### config.mk
export PLATFORM = sky130hd
export DESIGN_NAME = cordic_engine
export DESIGN_NICKNAME = d
export VERILOG_FILES = /design/src/rtl/cordic_pkg.sv /design/src/rtl/cordic_stage.sv /design/src/rtl/cordic_engine.sv
export SDC_FILE = /design/constraint.sdc
export NUM_CORES = 2
export LEC_CHECK = 0
export CAP_MARGIN = 30
export CELL_PAD_IN_SITES_DETAIL_PLACEMENT = 1
export CELL_PAD_IN_SITES_GLOBAL_PLACEMENT = 1
export CORE_ASPECT_RATIO = 0.75
export CORE_MARGIN = 2
export CORE_UTILIZATION = 46
export CTS_BUF_LIST = sky130_fd_sc_hd__clkbuf_4
export DETAILED_ROUTE_END_ITERATION = 6
export PLACE_DENSITY = 0.79
export SLEW_MARGIN = 30
export SYNTH_ARGS = -nofsm -noshare
export SYNTH_HDL_FRONTEND = slang
export SYNTH_HIERARCHICAL = 1
export SYNTH_SLANG_ARGS = --single-unit
### constraint.sdc
create_clock -name clk -period 6.7 [get_ports clk]
set_clock_uncertainty 0.15 [all_clocks]
set_input_delay 1.34 -clock clk [delete_from_list [all_inputs] [get_ports clk]]
set_output_delay 1.34 -clock clk [all_outputs]
set_load 0.01 [all_outputs]
### src/rtl/cordic_pkg.sv
// Shared constants for the pipelined CORDIC engine: arctangent table,
// gain-correction constant and the operating-mode encodings.
package cordic_pkg;

  typedef enum logic {
    MODE_ROTATE = 1'b0,
    MODE_VECTOR = 1'b1
  } cordic_mode_e;

  // atan(2^-i) expressed as a 32-bit binary angle (2^32 == 2*pi).
  localparam logic [31:0] ATAN_TABLE [32] = '{
    32'h20000000, 32'h12E4051E, 32'h09FB385B, 32'h051111D4,
    32'h028B0D43, 32'h0145D7E1, 32'h00A2F61E, 32'h00517C55,
    32'h0028BE53, 32'h00145F2F, 32'h000A2F98, 32'h000517CC,
    32'h00028BE6, 32'h000145F3, 32'h0000A2FA, 32'h0000517D,
    32'h000028BE, 32'h0000145F, 32'h00000A30, 32'h00000518,
    32'h0000028C, 32'h00000146, 32'h000000A3, 32'h00000051,
    32'h00000029, 32'h00000014, 32'h0000000A, 32'h00000005,
    32'h00000003, 32'h00000001, 32'h00000001, 32'h00000000
  };

  // 1/An = 0.6072529350 scaled by 2^31.
  localparam logic [31:0] K_GAIN_32 = 32'h4DBA76D4;

  // Keep the upper 'width' bits of a 32-bit constant, rounding half-up
  // on the first discarded bit.
  function automatic logic [31:0] scale_const(input logic [31:0] c32,
                                              input int width);
    logic [32:0] tmp;
    if (width >= 32) begin
      return c32;
    end
    tmp = {1'b0, c32} + (33'd1 << (31 - width));
    return 32'(tmp >> (32 - width));
  endfunction

endpackage

### src/rtl/cordic_stage.sv
// One CORDIC micro-rotation stage: picks a direction from the current
// angle (rotation) or y sign (vectoring), applies the shift-add rotation and
// registers the result together with its valid and mode bits.
module cordic_stage
  import cordic_pkg::*;
#(
  parameter int WIDTH = 16,
  parameter int STAGE = 0
) (
  input  logic                    clk,
  input  logic                    rst,
  input  logic                    advance,
  input  logic                    valid,
  input  logic                    mode,
  input  logic signed [WIDTH+1:0] x,
  input  logic signed [WIDTH+1:0] y,
  input  logic        [WIDTH-1:0] z,
  output logic                    rot_valid,
  output logic                    rot_mode,
  output logic signed [WIDTH+1:0] rot_x,
  output logic signed [WIDTH+1:0] rot_y,
  output logic        [WIDTH-1:0] rot_z
);

  localparam logic [WIDTH-1:0] ATAN_I = WIDTH'(scale_const(ATAN_TABLE[STAGE], WIDTH));

  logic                    dir_pos;
  logic signed [WIDTH+1:0] x_shift;
  logic signed [WIDTH+1:0] y_shift;
  logic signed [WIDTH+1:0] x_new;
  logic signed [WIDTH+1:0] y_new;
  logic        [WIDTH-1:0] z_new;

  // Choose the rotation direction and form the micro-rotated vector and angle
  always_comb begin
    x_shift = x >>> STAGE;
    y_shift = y >>> STAGE;
    dir_pos = 1'b0;
    x_new   = x;
    y_new   = y;
    z_new   = z;
    if (mode == MODE_VECTOR) begin
      dir_pos = y[WIDTH+1];
    end else begin
      dir_pos = ~z[WIDTH-1];
    end
    if (dir_pos) begin
      x_new = x - y_shift;
      y_new = y + x_shift;
      z_new = z - ATAN_I;
    end else begin
      x_new = x + y_shift;
      y_new = y - x_shift;
      z_new = z + ATAN_I;
    end
  end

  // Pipeline register for this stage; moves only when the whole pipe advances
  always_ff @(posedge clk) begin
    if (!rst) begin
      rot_valid <= 1'b0;
      rot_mode  <= 1'b0;
      rot_x     <= '0;
      rot_y     <= '0;
      rot_z     <= '0;
    end else if (advance) begin
      rot_valid <= valid;
      rot_mode  <= mode;
      rot_x     <= x_new;
      rot_y     <= y_new;
      rot_z     <= z_new;
    end
  end

endmodule

### src/rtl/cordic_engine.sv
// Fully pipelined CORDIC engine: a pre-rotation stage folding the input into
// the convergence range, ITER micro-rotation stages, and a gain-compensation
// stage with half-up rounding and saturation. The whole pipe stalls together
// when the output is held by back-pressure.
module cordic_engine
  import cordic_pkg::*;
#(
  parameter int WIDTH = 16,
  parameter int ITER  = 16
) (
  input  logic             clk,
  input  logic             rst,
  input  logic             in_valid,
  output logic             in_ready,
  input  logic             in_mode,
  input  logic [WIDTH-1:0] in_x,
  input  logic [WIDTH-1:0] in_y,
  input  logic [WIDTH-1:0] in_z,
  output logic             out_valid,
  input  logic             out_ready,
  output logic [WIDTH-1:0] out_x,
  output logic [WIDTH-1:0] out_y,
  output logic [WIDTH-1:0] out_z,
  output logic             out_mode
);

  localparam int XW = WIDTH + 2;
  localparam int PW = XW + WIDTH + 1;

  localparam logic        [WIDTH-1:0] HALF_TURN  = {1'b1, {(WIDTH-1){1'b0}}};
  localparam logic signed [WIDTH:0]   K_GAIN     = (WIDTH+1)'(scale_const(K_GAIN_32, WIDTH));
  localparam logic signed [PW-1:0]    ROUND_HALF = {{(PW-1){1'b0}}, 1'b1} << (WIDTH - 2);
  localparam logic signed [WIDTH-1:0] SAT_MAX    = {1'b0, {(WIDTH-1){1'b1}}};
  localparam logic signed [WIDTH-1:0] SAT_MIN    = {1'b1, {(WIDTH-1){1'b0}}};

  logic advance;

  logic                 flip;
  logic signed [XW-1:0] ext_x;
  logic signed [XW-1:0] ext_y;
  logic signed [XW-1:0] pre_x_c;
  logic signed [XW-1:0] pre_y_c;
  logic    [WIDTH-1:0]  pre_z_c;

  logic                 pre_valid;
  logic                 pre_mode;
  logic signed [XW-1:0] pre_x;
  logic signed [XW-1:0] pre_y;
  logic    [WIDTH-1:0]  pre_z;

  logic                 stg_valid [ITER+1];
  logic                 stg_mode  [ITER+1];
  logic signed [XW-1:0] stg_x     [ITER+1];
  logic signed [XW-1:0] stg_y     [ITER+1];
  logic    [WIDTH-1:0]  stg_z     [ITER+1];

  logic [WIDTH-1:0] comp_x;
  logic [WIDTH-1:0] comp_y;

  // Multiply by the gain correction, round half-up, saturate to WIDTH bits.
  function automatic logic [WIDTH-1:0] gain_comp(input logic signed [XW-1:0] v);
    logic signed [PW-1:0] prod;
    logic signed [PW-1:0] rounded;
    prod    = PW'(v) * PW'(K_GAIN);
    rounded = (prod + ROUND_HALF) >>> (WIDTH - 1);
    if (rounded > PW'(SAT_MAX)) begin
      gain_comp = SAT_MAX;
    end else if (rounded < PW'(SAT_MIN)) begin
      gain_comp = SAT_MIN;
    end else begin
      gain_comp = rounded[WIDTH-1:0];
    end
  endfunction

  // A stalled output freezes every stage at once, so bubbles keep their slots.
  assign advance  = !out_valid || out_ready;
  assign in_ready = advance;

  // Fold the input into +-pi/2 by a half-turn when it lies outside that range
  always_comb begin
    ext_x   = {{2{in_x[WIDTH-1]}}, in_x};
    ext_y   = {{2{in_y[WIDTH-1]}}, in_y};
    flip    = 1'b0;
    pre_x_c = ext_x;
    pre_y_c = ext_y;
    pre_z_c = in_z;
    if (in_mode == MODE_VECTOR) begin
      flip = in_x[WIDTH-1];
    end else begin
      flip = in_z[WIDTH-1] ^ in_z[WIDTH-2];
    end
    if (flip) begin
      pre_x_c = -ext_x;
      pre_y_c = -ext_y;
      pre_z_c = in_z + HALF_TURN;
    end
  end

  // Pre-rotation register, loaded on every advancing cycle (bubble or sample)
  always_ff @(posedge clk) begin
    if (!rst) begin
      pre_valid <= 1'b0;
      pre_mode  <= 1'b0;
      pre_x     <= '0;
      pre_y     <= '0;
      pre_z     <= '0;
    end else if (advance) begin
      pre_valid <= in_valid;
      pre_mode  <= in_mode;
      pre_x     <= pre_x_c;
      pre_y     <= pre_y_c;
      pre_z     <= pre_z_c;
    end
  end

  assign stg_valid[0] = pre_valid;
  assign stg_mode[0]  = pre_mode;
  assign stg_x[0]     = pre_x;
  assign stg_y[0]     = pre_y;
  assign stg_z[0]     = pre_z;

  for (genvar i = 0; i < ITER; i++) begin : g_stage
    cordic_stage #(
      .WIDTH (WIDTH),
      .STAGE (i)
    ) u_stage (
      .clk       (clk),
      .rst       (rst),
      .advance   (advance),
      .valid     (stg_valid[i]),
      .mode      (stg_mode[i]),
      .x         (stg_x[i]),
      .y         (stg_y[i]),
      .z         (stg_z[i]),
      .rot_valid (stg_valid[i+1]),
      .rot_mode  (stg_mode[i+1]),
      .rot_x     (stg_x[i+1]),
      .rot_y     (stg_y[i+1]),
      .rot_z     (stg_z[i+1])
    );
  end

  // Undo the accumulated CORDIC gain on the final vector
  always_comb begin
    comp_x = gain_comp(stg_x[ITER]);
    comp_y = gain_comp(stg_y[ITER]);
  end

  // Output register; holds its contents while the consumer stalls
  always_ff @(posedge clk) begin
    if (!rst) begin
      out_valid <= 1'b0;
      out_mode  <= 1'b0;
      out_x     <= '0;
      out_y     <= '0;
      out_z     <= '0;
    end else if (advance) begin
      out_valid <= stg_valid[ITER];
      out_mode  <= stg_mode[ITER];
      out_x     <= comp_x;
      out_y     <= comp_y;
      out_z     <= stg_z[ITER];
    end
  end

endmodule

* Word level (Yosys, flattened, before mapping)
Cells that the tools add are included.
** Storage, ports and cells
- Word-level logic and storage cells :: 284
- Bits in registers :: 968
- Output and inout port bits :: 51
- Bits of input ports :: 53
** Operators by class
- Mux-type cells :: 71
- Order comparisons :: 4
- Bitwise operators :: 17
- Multipliers :: 2
- Add/sub/neg operators :: 98
- Reductions and logical operators :: 2
** Operator list (count)
- 18-bit two-way mux :: 34
- 16-bit two-way mux :: 20
- 34-bit by 16-bit adder with 35-bit output, second input constant :: 2
- 18-bit by 15-bit multiplier with 33-bit output, second input constant :: 2
- 20-bit by 16-bit greater-than comparator with 1-bit output, second input constant :: 2
- 20-bit by 16-bit < comparator with 1-bit output, second input constant :: 2
- 18-bit by 10-bit adder with 18-bit output :: 2
- 18-bit by 11-bit adder with 18-bit output :: 2
- 18-bit by 12-bit adder with 18-bit output :: 2
- 18-bit by 13-bit adder with 18-bit output :: 2
- 18-bit by 14-bit adder with 18-bit output :: 2
- 18-bit by 15-bit adder with 18-bit output :: 2
- 18-bit by 16-bit adder with 18-bit output :: 2
- 18-bit by 17-bit adder with 18-bit output :: 2
- 18-bit by 3-bit adder with 18-bit output :: 2
- 18-bit by 4-bit adder with 18-bit output :: 2
- 18-bit by 5-bit adder with 18-bit output :: 2
- 18-bit by 6-bit adder with 18-bit output :: 2
- 18-bit by 7-bit adder with 18-bit output :: 2
- 18-bit by 8-bit adder with 18-bit output :: 2
- 18-bit by 9-bit adder with 18-bit output :: 2
- 16-bit negation with 18-bit output :: 2
- 18-bit by 10-bit subtractor with 18-bit output :: 2
- 18-bit by 11-bit subtractor with 18-bit output :: 2
- other kinds (49) :: 96

* Longest topological paths before layout
- Depth in word-level cells :: 5
- Depth in mapped cells :: 28
- Depth with buffers taken out :: 25

* By module
The synthesis kept the hierarchy.
** Modules (own cells, without submodules)
- cordic_engine :: area each 16595.9 sq um, sequential area each 2082.0 sq um, cells an instance 1842, times used 1
- cordic_stage (g_stage[2].u_stage) :: area each 5098.6 sq um, sequential area each 1081.0 sq um, cells an instance 652, times used 1
- cordic_stage (g_stage[10].u_stage) :: area each 4843.4 sq um, sequential area each 1081.0 sq um, cells an instance 635, times used 1
- cordic_stage (g_stage[6].u_stage) :: area each 4834.6 sq um, sequential area each 1081.0 sq um, cells an instance 604, times used 1
- cordic_stage (g_stage[7].u_stage) :: area each 4802.1 sq um, sequential area each 1081.0 sq um, cells an instance 590, times used 1
- cordic_stage (g_stage[5].u_stage) :: area each 4789.6 sq um, sequential area each 1081.0 sq um, cells an instance 597, times used 1
- cordic_stage (g_stage[8].u_stage) :: area each 4774.6 sq um, sequential area each 1081.0 sq um, cells an instance 580, times used 1
- cordic_stage (g_stage[12].u_stage) :: area each 4769.6 sq um, sequential area each 1081.0 sq um, cells an instance 604, times used 1
- cordic_stage (g_stage[4].u_stage) :: area each 4764.6 sq um, sequential area each 1081.0 sq um, cells an instance 588, times used 1
- cordic_stage (g_stage[0].u_stage) :: area each 4703.3 sq um, sequential area each 1061.0 sq um, cells an instance 616, times used 1
- cordic_stage (g_stage[3].u_stage) :: area each 4694.5 sq um, sequential area each 1081.0 sq um, cells an instance 576, times used 1
- cordic_stage (g_stage[11].u_stage) :: area each 4657.0 sq um, sequential area each 1081.0 sq um, cells an instance 593, times used 1
- cordic_stage (g_stage[1].u_stage) :: area each 4599.4 sq um, sequential area each 1081.0 sq um, cells an instance 588, times used 1
- cordic_stage (g_stage[13].u_stage) :: area each 4476.8 sq um, sequential area each 1081.0 sq um, cells an instance 540, times used 1
- 3 more rows

* Least setup slack after synthesis
No wires, ideal clock.
- Path kind :: reg2reg
- Start point :: register g_stage[15].u_stage.rot_x[17]
- End point :: register out_x[10]
- Buffers on the path :: 2
- Data arrival time :: 6.815 ns
- Period minus slack after synthesis :: 7.083 ns
- Cell stages (with the launch flop) :: 26
- Required time :: 6.431 ns
- Slack :: -0.383 ns
- Setup time :: 0.119 ns
- Cells stage by stage :: dfxtp_1 > ha_1 > inv_1 > fa_1 > inv_1 > fa_1 > fa_1 > fa_1 > inv_1 > fa_1 > inv_1 > ha_1 > buf_2 > a211oi_1 > o21bai_1 > or4_1 > o211ai_1 > and4b_1 > nand3_2 > nor4_4 > nand3_2 > and3_4 > nor4_4 > a31oi_4 > buf_6 > o221a_1
** On the way
- Word-level cells in the longest chain between the ends :: 5
- Elaborated cells on any way between the ends :: 6
- Classes of those cells :: 1 x add/sub; 1 x mul; 2 x order compare; 2 x mux
** Ends and longest elaborated chain
- start, declared :: RTL line cordic_stage.sv:20 : output logic signed [WIDTH+1:0] rot_x,
- start signal, assigned :: RTL line cordic_stage.sv:69 : rot_x <= x_new;
- 18-bit by 15-bit multiplier with 33-bit output (*) :: RTL line cordic_engine.sv:64 : prod = PW'(v) * PW'(K_GAIN);
- 34-bit by 16-bit adder with 35-bit output (*) :: RTL line cordic_engine.sv:65 : rounded = (prod + ROUND_HALF) >>> (WIDTH - 1);
- 20-bit by 16-bit < comparator with 1-bit output :: RTL line cordic_engine.sv:68 : end else if (rounded < PW'(SAT_MIN)) begin
- 16-bit two-way mux :: RTL line cordic_engine.sv:68
- 16-bit two-way mux (*) :: RTL line cordic_engine.sv:66 : if (rounded > PW'(SAT_MAX)) begin
- end signal, assigned :: RTL line cordic_engine.sv:160 : out_x <= comp_x;
- end, declared :: RTL line cordic_engine.sv:21 : output logic [WIDTH-1:0] out_x,
Mark *: on every way between the ends. The rest lies on a longest branch, timed or not.
A chain may end at the register's enable or synchronous reset.

* Worst setup path after layout
- Start point :: register g_stage[15].u_stage.rot_y[12]
- End point :: register out_y[8]
** On the way
- Word-level cells in the longest chain between the ends :: 5
- Elaborated cells on any way between the ends :: 6
- Classes of those cells :: 1 x add/sub; 1 x mul; 2 x order compare; 2 x mux
** Ends and longest elaborated chain
- start, declared :: RTL line cordic_stage.sv:21 : output logic signed [WIDTH+1:0] rot_y,
- start signal, assigned :: RTL line cordic_stage.sv:70 : rot_y <= y_new;
- 18-bit by 15-bit multiplier with 33-bit output (*) :: RTL line cordic_engine.sv:64
- 34-bit by 16-bit adder with 35-bit output (*) :: RTL line cordic_engine.sv:65
- 20-bit by 16-bit < comparator with 1-bit output :: RTL line cordic_engine.sv:68
- 16-bit two-way mux :: RTL line cordic_engine.sv:68
- 16-bit two-way mux (*) :: RTL line cordic_engine.sv:66
- end signal, assigned :: RTL line cordic_engine.sv:161 : out_y <= comp_y;
- end, declared :: RTL line cordic_engine.sv:22 : output logic [WIDTH-1:0] out_y,
Marks and branches as above.

==> impl_metrics.ini <==
[synthesis]
syn_inst = 11200
async_flop_share = 0
synth.area.top_cells = dfxtp_1 (21%), ha_1 (14%), fa_1 (6.2%)
synth_top_area_frac = 0.212
syn-num-nets = 12600
synthDistinctLibCells = 159
syn_area_mm2 = 0.0914
synth_top_flop_cell = dfxtp_1
syn_avg_cell_area_um2 = 8.18
synth_edf_count = 0
yosysSeqAreaShare = 0.212
synth_seq_cells = 967
synthTopCellsByCount = ha_1 (1040), dfxtp_1 (967), nor2_1 (909)
ys_warn_count = 6
synth_most_common_cell = ha_1
synth_top_cell_by_area = dfxtp_1

[sta]
layout_setup_ws_ps = -513
slew_headroom = 0.334
rsz0062_at_grt = true
setup_viol = 31
worstMarginPinSlew_ps = 989
period_share = 1.08
finalMaxSlewViolations = 0
hold_violations = 0
fmax_mhz = 139
layout_min_cycle_time_ps = 7210

[worst_setup_path]
cpMostUsedCell = fa_1
cp_max_fo = 8
cp.arrival_ps = 8150
critPathLaunchType = flop
required_ps = 7640
cp-end-kind = flop
r2r-start = g_stage[15].u_stage/rot_y[12]
r2r_slack_ps = -510
criticalPathCategory = reg -> reg
r2r_cells = 28
slowest_stage = fa_1
startpoint = g_stage[15].u_stage/rot_y[12]
max_stage_delay_ps = 570
r2r-end = out_y[8]

[layout]
area_growth_pct = 12.8
final_nets = 13000
stdcell_area_mm2 = 0.103
layout-drive-gt1-share = 0.120

[job]
drv_cap = 0

[grt]
overflow = 0
grt.total_usage = 0.287
grt_pass1_vias = 89700
grt_max_degree = 123
grt_pass1_wl_mm = 484
antenna_found_initial = 11

[detailed_routing]
routedWlPerCell_um = 21.0
drt_iter0_drc = 5535
wl_met2_mm = 135
top_layer_used = met5
wl_met1_mm = 148
first_pass_iters = 6
met3WireLength_mm = 14.7
drcViolationCount = 0
vias_per_cell = 6.02
num_vias = 87000
wirelength_mm = 304
ant_nets = 0

[min_path]
holdPathStages = 2
hold-path-endpoint = out_z[8]
hold_path.class = reg -> reg
worstHoldStart = out_z[8]

[place]
place_area_mm2 = 0.0971
port_buffers = 103
place_congestion = 0.925
hpwl_mm = 232

[cts]
htreeDepth = 5
numCtsBuffers = 283
clock_latency_ps = 1160
clkTransAtPathRegs_ps = 70
cts.sinks = 967
cts_tree = built
cts-root-buf = clkbuf_4
clockBufferDepth = 4
ctsHoldBuffers = 0

[floorplan]
fp.dieH_um = 390
rows = 141
die_w_um = 519
ios = 104
core_mm2 = 0.197
fp.dieArea_mm2 = 0.202
start_util = 0.464

[outcome]
status = complete, but fails checks
violations = negative setup slack
==> state kept, by name, indices dropped and copies added, names as in the netlist <==
register / count
out_y: 16
g_stage.u_stage/rot_valid: 16
g_stage.u_stage/rot_mode: 16
g_stage.u_stage/rot_z: 256
g_stage.u_stage/rot_x: 287
pre_x: 18
pre_z: 16
pre_mode: 1
out_z: 16
pre_y: 18
out_valid: 1
pre_valid: 1
g_stage.u_stage/rot_y: 288
out_mode: 1
out_x: 16
==> how the worst max path moves through the flow <==
stage / endpoint / slack [ps] / depth (start not counted)
floorplan: out_y[0] / 0.2 / 25
global placement: out_x[2] / -450 / 24
detailed placement: out_x[8] / -610 / 26
CTS: out_x[8] / -240 / 27
global route: out_y[8] / -780 / 28
finish: out_y[8] / -510 / 28
==> kinds of logic (layout without fill, tap and decap cells) <==
kind of cell             count (synthesis)  after routing  share of synthesized area
AO/OA/AOI/OAI                         3250           3251                      0.239
XOR/XNOR                               785            785                     0.0756
adder cells (fa/ha/maj)               1324           1324                      0.204
buffers and inverters                 1161           1777                     0.0494
flip-flops                             967            967                      0.212
multiplexers                           350            350                     0.0387
other                                    0             12                          0
AND/OR/NAND/NOR                       3348           3348                      0.181
==> metal layers <==
layer / GRT usage / vias up
met1: 0.413 / 43400
met2: 0.456 / 1793
li1: - / 41400
met4: 0.0610 / 6
met3: 0.0367 / 380
met5: 0 / -
==> layout make-up <==
type                            instances  area [µm²]
Fill cell                           23800       94100
Multi-Input combinational cell       9058       69400
Sequential cell                       967       19400
Timing Repair Buffer                  558        4710
Tap cell                             2645        3310
Clock buffer                          398        2990
Inverter                              746        2810
Clock inverter                         75         462
Antenna cell                           12        30.0
==> layout by cell type, fill, tap and decap left out, types with 274 or more instances in the layout <==
| master | n |
|---|---|
| a21oi_1 | 783 |
| buf_4 | 417 |
| clkbuf_4 | 398 |
| dfxtp_1 | 938 |
| fa_1 | 274 |
| ha_1 | 989 |
| inv_1 | 684 |
| mux2i_1 | 323 |
| nand2_1 | 883 |
| nand3_1 | 301 |
| nor2_1 | 893 |
| o21ai_0 | 551 |
| xnor2_1 | 481 |
| xor2_1 | 289 |
==> stage by stage <==
step                worst slack (ps)  instances  hold slack, ps  utilization  TNS, ps
global route                    -782      14500             326        0.523   -20000
global placement                -449      13900             289        0.492   -10180
finish                          -513      14500             302        0.523   -11400
detailed placement              -605      13900             296        0.492   -15880
floorplan                      0.243      11200             276            -        0
CTS                             -239      14400             305        0.518    -3630
==> what timing repair did <==
action | 4_1_cts | 5_1_grt
pin swaps | 123 | 138
gates cloned | 2 | 2
buffers inserted | 42 | 30
resized for setup | 263 | 149
setup endpoints to repair | 32 | 32
==> critical path, delay by kind of cell (launching register included) <==
kind / cells / cell delay [ps]
fa+ha+maj: 7 / 3170
compound gates: 8 / 1650
buf+inv: 9 / 970
simple gates: 4 / 760
flops: 1 / 400
Power is left out: the tool's default activity adds up to more than one toggle a clock period on the data nets, which glitch-free logic cannot reach.
